<file path="config.mk">
export PLATFORM = sky130hd
export DESIGN_NAME = hrd_clint
export DESIGN_NICKNAME = d
export VERILOG_FILES = /design/src/rtl/p_hardisc.sv /design/src/rtl/clint_ahb_port.sv /design/src/rtl/hrd_clint.sv
export SDC_FILE = /design/constraint.sdc
export NUM_CORES = 1
export LEC_CHECK = 0
export ABC_CLOCK_PERIOD_IN_PS = 3680
export CORE_MARGIN = 2
export CORE_UTILIZATION = 57
export DETAILED_ROUTE_END_ITERATION = 7
export MAX_ROUTING_LAYER = met4
export PLACE_DENSITY = 0.93
export SYNTH_ARGS = -nofsm -noshare
export SYNTH_HDL_FRONTEND = slang
export SYNTH_HIERARCHICAL = 1
export SYNTH_SLANG_ARGS = --single-unit
</file>
<file path="constraint.sdc">
create_clock -name s_clk_i -period 3.68 [get_ports s_clk_i]
set_clock_uncertainty 0.05 [all_clocks]
set_input_delay 0.368 -clock s_clk_i [delete_from_list [all_inputs] [get_ports s_clk_i]]
set_output_delay 0.368 -clock s_clk_i [all_outputs]
set_load 0.02 [all_outputs]
</file>
<file path="src/rtl/p_hardisc.sv">
// Shared Hardisc definitions used by the CLINT.
// Contents:
//   CLINT_OFF_*       word offsets of the CLINT register map
//   clint_resp_t      AHB response FSM states
//   clint_off_mapped  true when an offset selects a mapped register
package p_hardisc;

  localparam int unsigned CLINT_OFF_MSIP      = 32'h00;
  localparam int unsigned CLINT_OFF_MTIMECMPL = 32'h08;
  localparam int unsigned CLINT_OFF_MTIMECMPH = 32'h0C;
  localparam int unsigned CLINT_OFF_MTIMEL    = 32'h10;
  localparam int unsigned CLINT_OFF_MTIMEH    = 32'h14;
  localparam int unsigned CLINT_OFF_PRESC     = 32'h18;

  typedef enum logic [1:0] {
    OKAY,
    ERR1,
    ERR2
  } clint_resp_t;

  function automatic logic clint_off_mapped(input logic [31:0] off);
    logic hit;
    hit = 1'b0;
    case (off)
      CLINT_OFF_MSIP,
      CLINT_OFF_MTIMECMPL,
      CLINT_OFF_MTIMECMPH,
      CLINT_OFF_MTIMEL,
      CLINT_OFF_MTIMEH,
      CLINT_OFF_PRESC:     hit = 1'b1;
      default:             hit = 1'b0;
    endcase
    return hit;
  endfunction

endpackage

</file>
<file path="src/rtl/clint_ahb_port.sv">
// AHB-Lite slave front end of the CLINT: address-phase capture, legality check and
// the OKAY/ERR1/ERR2 response FSM.
// Ports:
//   clk, rst_n                      clock, asynchronous active-low reset
//   hsel, haddr, htrans, hsize,     AHB address-phase inputs (haddr already trimmed to OFF_W)
//   hwrite, hready
//   hwdata                          AHB write data (data phase)
//   hreadyout, hresp                AHB response
//   wr_en, rd_en                    legal write / read in the current data phase
//   off                             offset of the current data phase
//   wdata                           write data for the register file
module clint_ahb_port
  import p_hardisc::*;
#(
  parameter int unsigned OFF_W = 8
) (
  input  logic             clk,
  input  logic             rst_n,
  input  logic             hsel,
  input  logic [OFF_W-1:0] haddr,
  input  logic [1:0]       htrans,
  input  logic [2:0]       hsize,
  input  logic             hwrite,
  input  logic             hready,
  input  logic [31:0]      hwdata,
  output logic             hreadyout,
  output logic             hresp,
  output logic             wr_en,
  output logic             rd_en,
  output logic [OFF_W-1:0] off,
  output logic [31:0]      wdata
);

  logic             accept;
  logic             legal;
  logic             dp_valid_q;
  logic             dp_write_q;
  logic             dp_legal_q;
  logic [OFF_W-1:0] dp_off_q;
  clint_resp_t      state_q, state_d;

  assign accept = hsel & htrans[1] & hready;
  assign legal  = clint_off_mapped(32'(haddr)) & (hsize == 3'b010) & (haddr[1:0] == 2'b00);

  // Data-phase capture only advances on hready so a stalled data phase keeps its context.
  always_ff @(posedge clk or negedge rst_n) begin
    if (!rst_n) begin
      dp_valid_q <= 1'b0;
      dp_write_q <= 1'b0;
      dp_legal_q <= 1'b0;
      dp_off_q   <= '0;
    end else if (hready) begin
      dp_valid_q <= accept;
      dp_write_q <= hwrite;
      dp_legal_q <= legal;
      dp_off_q   <= haddr;
    end
  end

  always_ff @(posedge clk or negedge rst_n) begin
    if (!rst_n) begin
      state_q <= OKAY;
    end else begin
      state_q <= state_d;
    end
  end

  // The error decision is taken at acceptance so ERR1 coincides with the illegal data phase.
  always_comb begin
    state_d   = state_q;
    hreadyout = 1'b1;
    hresp     = 1'b0;
    unique case (state_q)
      OKAY: begin
        if (accept && !legal) state_d = ERR1;
      end
      ERR1: begin
        hreadyout = 1'b0;
        hresp     = 1'b1;
        state_d   = ERR2;
      end
      ERR2: begin
        hresp   = 1'b1;
        state_d = (accept && !legal) ? ERR1 : OKAY;
      end
      default: state_d = OKAY;
    endcase
  end

  assign wr_en = dp_valid_q & dp_write_q & dp_legal_q & hready;
  assign rd_en = dp_valid_q & ~dp_write_q & dp_legal_q;
  assign off   = dp_off_q;
  assign wdata = hwdata;

endmodule

</file>
<file path="src/rtl/hrd_clint.sv">
// Core-local interrupt source: 64-bit mtime/mtimecmp timer with prescaler and a software
// interrupt register, behind a zero-wait AHB-Lite slave.
// Ports:
//   s_clk_i, s_resetn_i      clock, asynchronous active-low reset
//   s_h*_i                   AHB-Lite slave inputs
//   s_hrdata_o               read data (data phase), 0 when no legal read
//   s_hreadyout_o, s_hresp_o AHB response
//   s_int_mtip_o             timer interrupt pending (registered mtime >= mtimecmp)
//   s_int_msip_o             software interrupt pending (MSIP[0])
//   s_mtime_o                current mtime
module hrd_clint
  import p_hardisc::*;
#(
  parameter int unsigned OFF_W   = 8,
  parameter int unsigned PRESC_W = 16
) (
  input  logic        s_clk_i,
  input  logic        s_resetn_i,
  input  logic        s_hsel_i,
  input  logic [31:0] s_haddr_i,
  input  logic [1:0]  s_htrans_i,
  input  logic [2:0]  s_hsize_i,
  input  logic        s_hwrite_i,
  input  logic [31:0] s_hwdata_i,
  input  logic        s_hready_i,
  output logic [31:0] s_hrdata_o,
  output logic        s_hreadyout_o,
  output logic        s_hresp_o,
  output logic        s_int_mtip_o,
  output logic        s_int_msip_o,
  output logic [63:0] s_mtime_o
);

  logic               wr_en;
  logic               rd_en;
  logic [OFF_W-1:0]   off;
  logic [31:0]        wdata;
  logic               unused_haddr;

  logic               msip_q, msip_d;
  logic [63:0]        mtimecmp_q, mtimecmp_d;
  logic [63:0]        mtime_q, mtime_d;
  logic [PRESC_W-1:0] presc_q, presc_d;
  logic [PRESC_W-1:0] cnt_q, cnt_d;
  logic               mtip_q;
  logic               tick;

  // Upper address bits are qualified by hsel in the interconnect.
  assign unused_haddr = ^s_haddr_i[31:OFF_W];

  clint_ahb_port #(
    .OFF_W(OFF_W)
  ) u_port (
    .clk       (s_clk_i),
    .rst_n     (s_resetn_i),
    .hsel      (s_hsel_i),
    .haddr     (s_haddr_i[OFF_W-1:0]),
    .htrans    (s_htrans_i),
    .hsize     (s_hsize_i),
    .hwrite    (s_hwrite_i),
    .hready    (s_hready_i),
    .hwdata    (s_hwdata_i),
    .hreadyout (s_hreadyout_o),
    .hresp     (s_hresp_o),
    .wr_en     (wr_en),
    .rd_en     (rd_en),
    .off       (off),
    .wdata     (wdata)
  );

  always_comb begin
    msip_d     = msip_q;
    mtimecmp_d = mtimecmp_q;
    presc_d    = presc_q;
    mtime_d    = mtime_q;
    tick       = (cnt_q == presc_q);
    cnt_d      = tick ? '0 : cnt_q + PRESC_W'(1);
    if (tick) mtime_d = mtime_q + 64'd1;
    // A write to either mtime half replaces the increment for that cycle.
    if (wr_en) begin
      case (off)
        OFF_W'(CLINT_OFF_MSIP):      msip_d = wdata[0];
        OFF_W'(CLINT_OFF_MTIMECMPL): mtimecmp_d = {mtimecmp_q[63:32], wdata};
        OFF_W'(CLINT_OFF_MTIMECMPH): mtimecmp_d = {wdata, mtimecmp_q[31:0]};
        OFF_W'(CLINT_OFF_MTIMEL):    mtime_d = {mtime_q[63:32], wdata};
        OFF_W'(CLINT_OFF_MTIMEH):    mtime_d = {wdata, mtime_q[31:0]};
        OFF_W'(CLINT_OFF_PRESC): begin
          presc_d = wdata[PRESC_W-1:0];
          cnt_d   = '0;
        end
        default: ;
      endcase
    end
  end

  always_ff @(posedge s_clk_i or negedge s_resetn_i) begin
    if (!s_resetn_i) begin
      msip_q     <= 1'b0;
      mtimecmp_q <= '1;
      mtime_q    <= '0;
      presc_q    <= '0;
      cnt_q      <= '0;
      mtip_q     <= 1'b0;
    end else begin
      msip_q     <= msip_d;
      mtimecmp_q <= mtimecmp_d;
      mtime_q    <= mtime_d;
      presc_q    <= presc_d;
      cnt_q      <= cnt_d;
      mtip_q     <= (mtime_q >= mtimecmp_q);
    end
  end

  always_comb begin
    s_hrdata_o = '0;
    if (rd_en) begin
      case (off)
        OFF_W'(CLINT_OFF_MSIP):      s_hrdata_o = {31'b0, msip_q};
        OFF_W'(CLINT_OFF_MTIMECMPL): s_hrdata_o = mtimecmp_q[31:0];
        OFF_W'(CLINT_OFF_MTIMECMPH): s_hrdata_o = mtimecmp_q[63:32];
        OFF_W'(CLINT_OFF_MTIMEL):    s_hrdata_o = mtime_q[31:0];
        OFF_W'(CLINT_OFF_MTIMEH):    s_hrdata_o = mtime_q[63:32];
        OFF_W'(CLINT_OFF_PRESC):     s_hrdata_o = 32'(presc_q);
        default:                     s_hrdata_o = '0;
      endcase
    end
  end

  assign s_int_mtip_o = mtip_q;
  assign s_int_msip_o = msip_q;
  assign s_mtime_o    = mtime_q;

endmodule

</file>
==> run_results.csv <==
group,metric,value,unit
run_status,status,"complete, but fails checks",
run_status,violations,"design-rule violations",
timing,max_freq,277,MHz
final_layout,drive_above_1_share,17.9,%
synthesis,synthTopCellsByArea,"dfrtp_1 (23%), dfstp_2 (14%), mux2_2 (8.9%)",
timing,min_period,3.61,ns
synthesis,synth_edf_count,0,
final_layout,antennaDiodeCount,0,
synthesis,avgSynthCellArea,9.15,um^2
clocking,postCtsSetupBuffers,0,
synthesis,ys_seq_elements,175,
timing,fin_crit_sh,98.0,%
detailed_routing,topRoutingLayerUsed,"met4",
worst_setup_path,endpoint_kind,"primary output",
detailed_routing,wl_per_cell,22.7,um
worst_setup_path,crit_path_start,"u_port/off[1]",
final_layout,regArea,4460,um^2
power,p_leak,5.68,nW
detailed_routing,vias,11300,
final_layout,fillCellCount,1545,
timing,setup_viol,0,
clocking,cts_tree,"yes",
worst_setup_path,path_buf_inv,2,
synthesis,synth_flop_cell,"dfrtp_1",
floorplan,die_w,149,um
floorplan,rows,52,
clocking,insertion_delay,0.44,ns
power,pwr-share-clk,38.4,%
clocking,cts_buffers,17,
worst_setup_path,max_stage_delay,0.69,ns
synthesis,syn_nets,1452,
detailed_routing,route.met3.wl,4.10,mm
synthesis,synth_warnings,6,
power,internal-power,3.36,mW
timing,tns,0,ns
global_routing,antenna_found_initial,0,
worst_setup_path,timing.rr.start,"cnt_q[8]",
synthesis,synth_largest_area_cell,"dfrtp_1",
power,seq_power_share,44.6,%
detailed_routing,met1_length,14.5,mm
detailed_routing,firstDrtPassIters,8,
worst_setup_path,crit_path_start_kind,"flip-flop",
floorplan,die_area,22200,um^2
final_layout,nets,1555,
synthesis,async_reset_ff_share,100,%
worst_setup_path,crit_type,"flip-flop to primary output",
timing,tightest_slew,1.00,ns
placed_design,dpl.hpwl,27.4,mm
global_routing,grt_usage,35.6,%
clocking,clock_path_buffers,2,
synthesis,ys_seq_area_share,37.3,%
final_layout,syn_to_final_growth,18.8,%
detailed_routing,wl_met2,18.0,mm
detailed_routing,ant_nets,0,
worst_setup_path,path_max_fanout,17,
detailed_routing,wl,38.4,mm
worst_setup_path,crit_required,3.26,ns
worst_setup_path,slowest_stage,"clkdlybuf4s50_1",
clocking,cts_num_sinks,175,
timing,hold_viol,0,
placed_design,place_inst,1660,
timing,rsz0062_at_grt,"false",
final_layout,multi_input_area,6670,um^2
flow_run,drv_cap,0,
clocking,cts_resized,0,
global_routing,grt_pass1_wl,59.6,mm
synthesis,yosysTopAreaCellShare,23.2,%
timing,slew_headroom,32.7,%
power,peakVddDrop,0.317,mV
power,cellPowerDensity,337,nW/um^2
synthesis,yosysUniqueCellTypes,77,
clocking,clk_pin_slew,0.07,ns
worst_setup_path,crit_top_cell,"and2_1",
worst_setup_path,cp_top_family,"simple AND/OR/NAND/NOR gates",
global_routing,first_global_vias,10900,
floorplan,num_io_pins,174,
clocking,htree_levels,4,
floorplan,core_area,20400,um^2
hold_path,hold_path_class,"input pin to async pin",
synthesis,synth_cells,1307,
detailed_routing,avgViaCountPerCell,6.70,
timing,report.final.slew_viol_count,0,
placed_design,finalWeightedCongestion,1.03,
power,sw_frac_of_total,29.9,%
clocking,root_buffer,"clkbuf_16",
detailed_routing,drc,5,
global_routing,overflow,0,
placed_design,port_buffers,148,
global_routing,grt_max_degree,81,
floorplan,dieHeight,149,um
final_layout,fin_cells,1693,
worst_setup_path,critical_path_arrival,3.19,ns
synthesis,syn_area,12000,um^2
power,power.switching,1.43,mW
floorplan,start_util,58.6,%
worst_setup_path,crit_chain,"nor3_1 -> and2_1 -> and3_1 -> and2_1 -> buf_4 -> a22oi_1 -> a21oi_1 -> clkdlybuf4s50_1",
detailed_routing,drt_iter0_markers,1478,
power,pwr-share-comb,17.1,%
area by class of cell:
cell class	count	share of cell area, %
repair buffers	191	12.9
flip-flops and latches	175	31.4
multi-input cells	940	47.0
clock buffers	17	2.99
well taps	270	2.38
inverters	85	2.25
clock inverters	15	1.13
power by group through the flow:
stage | combinational (mW) | clock [mW] | sequential (mW)
6_report | 0.818 | 1.84 | 2.14
5_1_grt | 0.880 | 1.92 | 2.14
4_1_cts | 0.808 | 1.84 | 2.13
3_5_place_dp | 0.795 | 0 | 2.16
3_3_place_gp | 0.758 | 0 | 2.16
2_1_floorplan | 0.437 | 0 | 2.16
timing repair:
action	4_1_cts	5_1_grt
endpoints found under the hold margin	45	0
hold buffers	1	0
setup endpoints to repair	0	0
registers in the layout, indices dropped and copies added (netlist names):
register and cells:
mtimecmp_q 64, s_mtime_o 64, s_int_msip_o 1, u_port/dp_legal_q 1, cnt_q 16, s_int_mtip_o 1, u_port/dp_valid_q 1, presc_q 16
u_port/dp_write_q 1, u_port/state_q 2, u_port/off 8
worst register-to-register path: stages, from the launching register on:
cell and delay (ns):
dfrtp_1 0.45, xor2_1 0.21, nor4_1 0.59, nand4_1 0.23
buf_4 0.32, nor4_1 0.80, buf_4 0.26, mux2i_1 0.20
nand2_1 0.08
stage by stage:
step / area (um^2) / util, % / hold slack, ns / total power [mW] / setup slack (ns)
final: 14200 / 69.5 / 0.453 / 4.79 / 0.0725
after detailed placement: 13600 / 66.6 / 0.412 / 2.95 / 0.348
after floorplan: 12000 / - / 0.0224 / 2.60 / 0.820
after global placement: 13600 / 66.6 / 0.406 / 2.92 / 0.495
after global routing: 14200 / 69.5 / 0.479 / 4.95 / 0.00174
after CTS: 14200 / 69.5 / 0.458 / 4.78 / 0.107
logic make-up (layout without fill, tap and decap cells):
logic type	after synthesis	in the layout	synth area share, %
and+or+nand+nor	446	446	18.8
AOI/OAI and AO/OA	261	261	15.1
buffers and inverters	192	308	7.09
DFF	175	175	37.3
muxes	130	130	11.9
adders and majority gates	71	71	7.43
xor gates and xnor gates	32	32	2.34
cells in the mapped netlist, types with 5 or more instances:
master,count
a22oi_1,51
a311oi_1,10
o21ai_0,55
and2_1,13
nor4_1,25
buf_4,32
inv_1,85
xnor2_1,8
dfrtp_1,111
nand3_1,49
o22ai_1,8
nor2_1,108
mux2i_1,32
nor2b_1,5
nand2b_1,10
buf_2,6
xor2_1,24
and3_1,17
or3_1,9
a221o_1,7
a222oi_1,8
mux2_2,95
clkbuf_1,57
dfstp_2,64
a21oi_1,50
nor3_1,43
a32oi_1,5
nand4_1,33
ha_1,71
a21boi_0,5
o211ai_1,7
nand2_1,100
buf_1,12
and4_1,6
a211oi_1,13
cells in the final DEF, fill, tap and decap left out, types with 13 or more instances in the layout:
| master | instances |
|---|---|
| nand2_1 | 100 |
| mux2_2 | 95 |
| inv_1 | 85 |
| ha_1 | 71 |
| buf_4 | 40 |
| o21ai_0 | 55 |
| nand3_1 | 49 |
| and2_1 | 13 |
| xor2_1 | 24 |
| a21oi_1 | 50 |
| nand4_1 | 33 |
| and3_1 | 17 |
| mux2i_1 | 32 |
| nor3_1 | 43 |
| nor2_1 | 107 |
| dfrtp_1 | 110 |
| a211oi_1 | 13 |
| dfstp_2 | 64 |
| a22oi_1 | 51 |
| clkbuf_16 | 17 |
| clkdlybuf4s50_1 | 147 |
| nor4_1 | 24 |
path summary, 6_finish.rpt:
check	to	slack (ns)	cells past startpoint
max	s_hrdata_o[31]	0.07	8
min	s_mtime_o[23]	0.45	2
max reg2reg	s_mtime_o[43]	0.38	8
min reg2reg	cnt_q[0]	0.46	1
max in group asynchronous	mtimecmp_q[7]	2.22	3
min in group s_clk_i	cnt_q[0]	0.46	1
per-layer routing:
layer | vias up | track usage, %
met5 | - | -
met4 | 0 | 17.6
met3 | 162 | 6.21
met2 | 818 | 55.2
met1 | 5417 | 45.5
li1 | 4948 | -
Note: power is estimated with default switching activity, not from simulation.
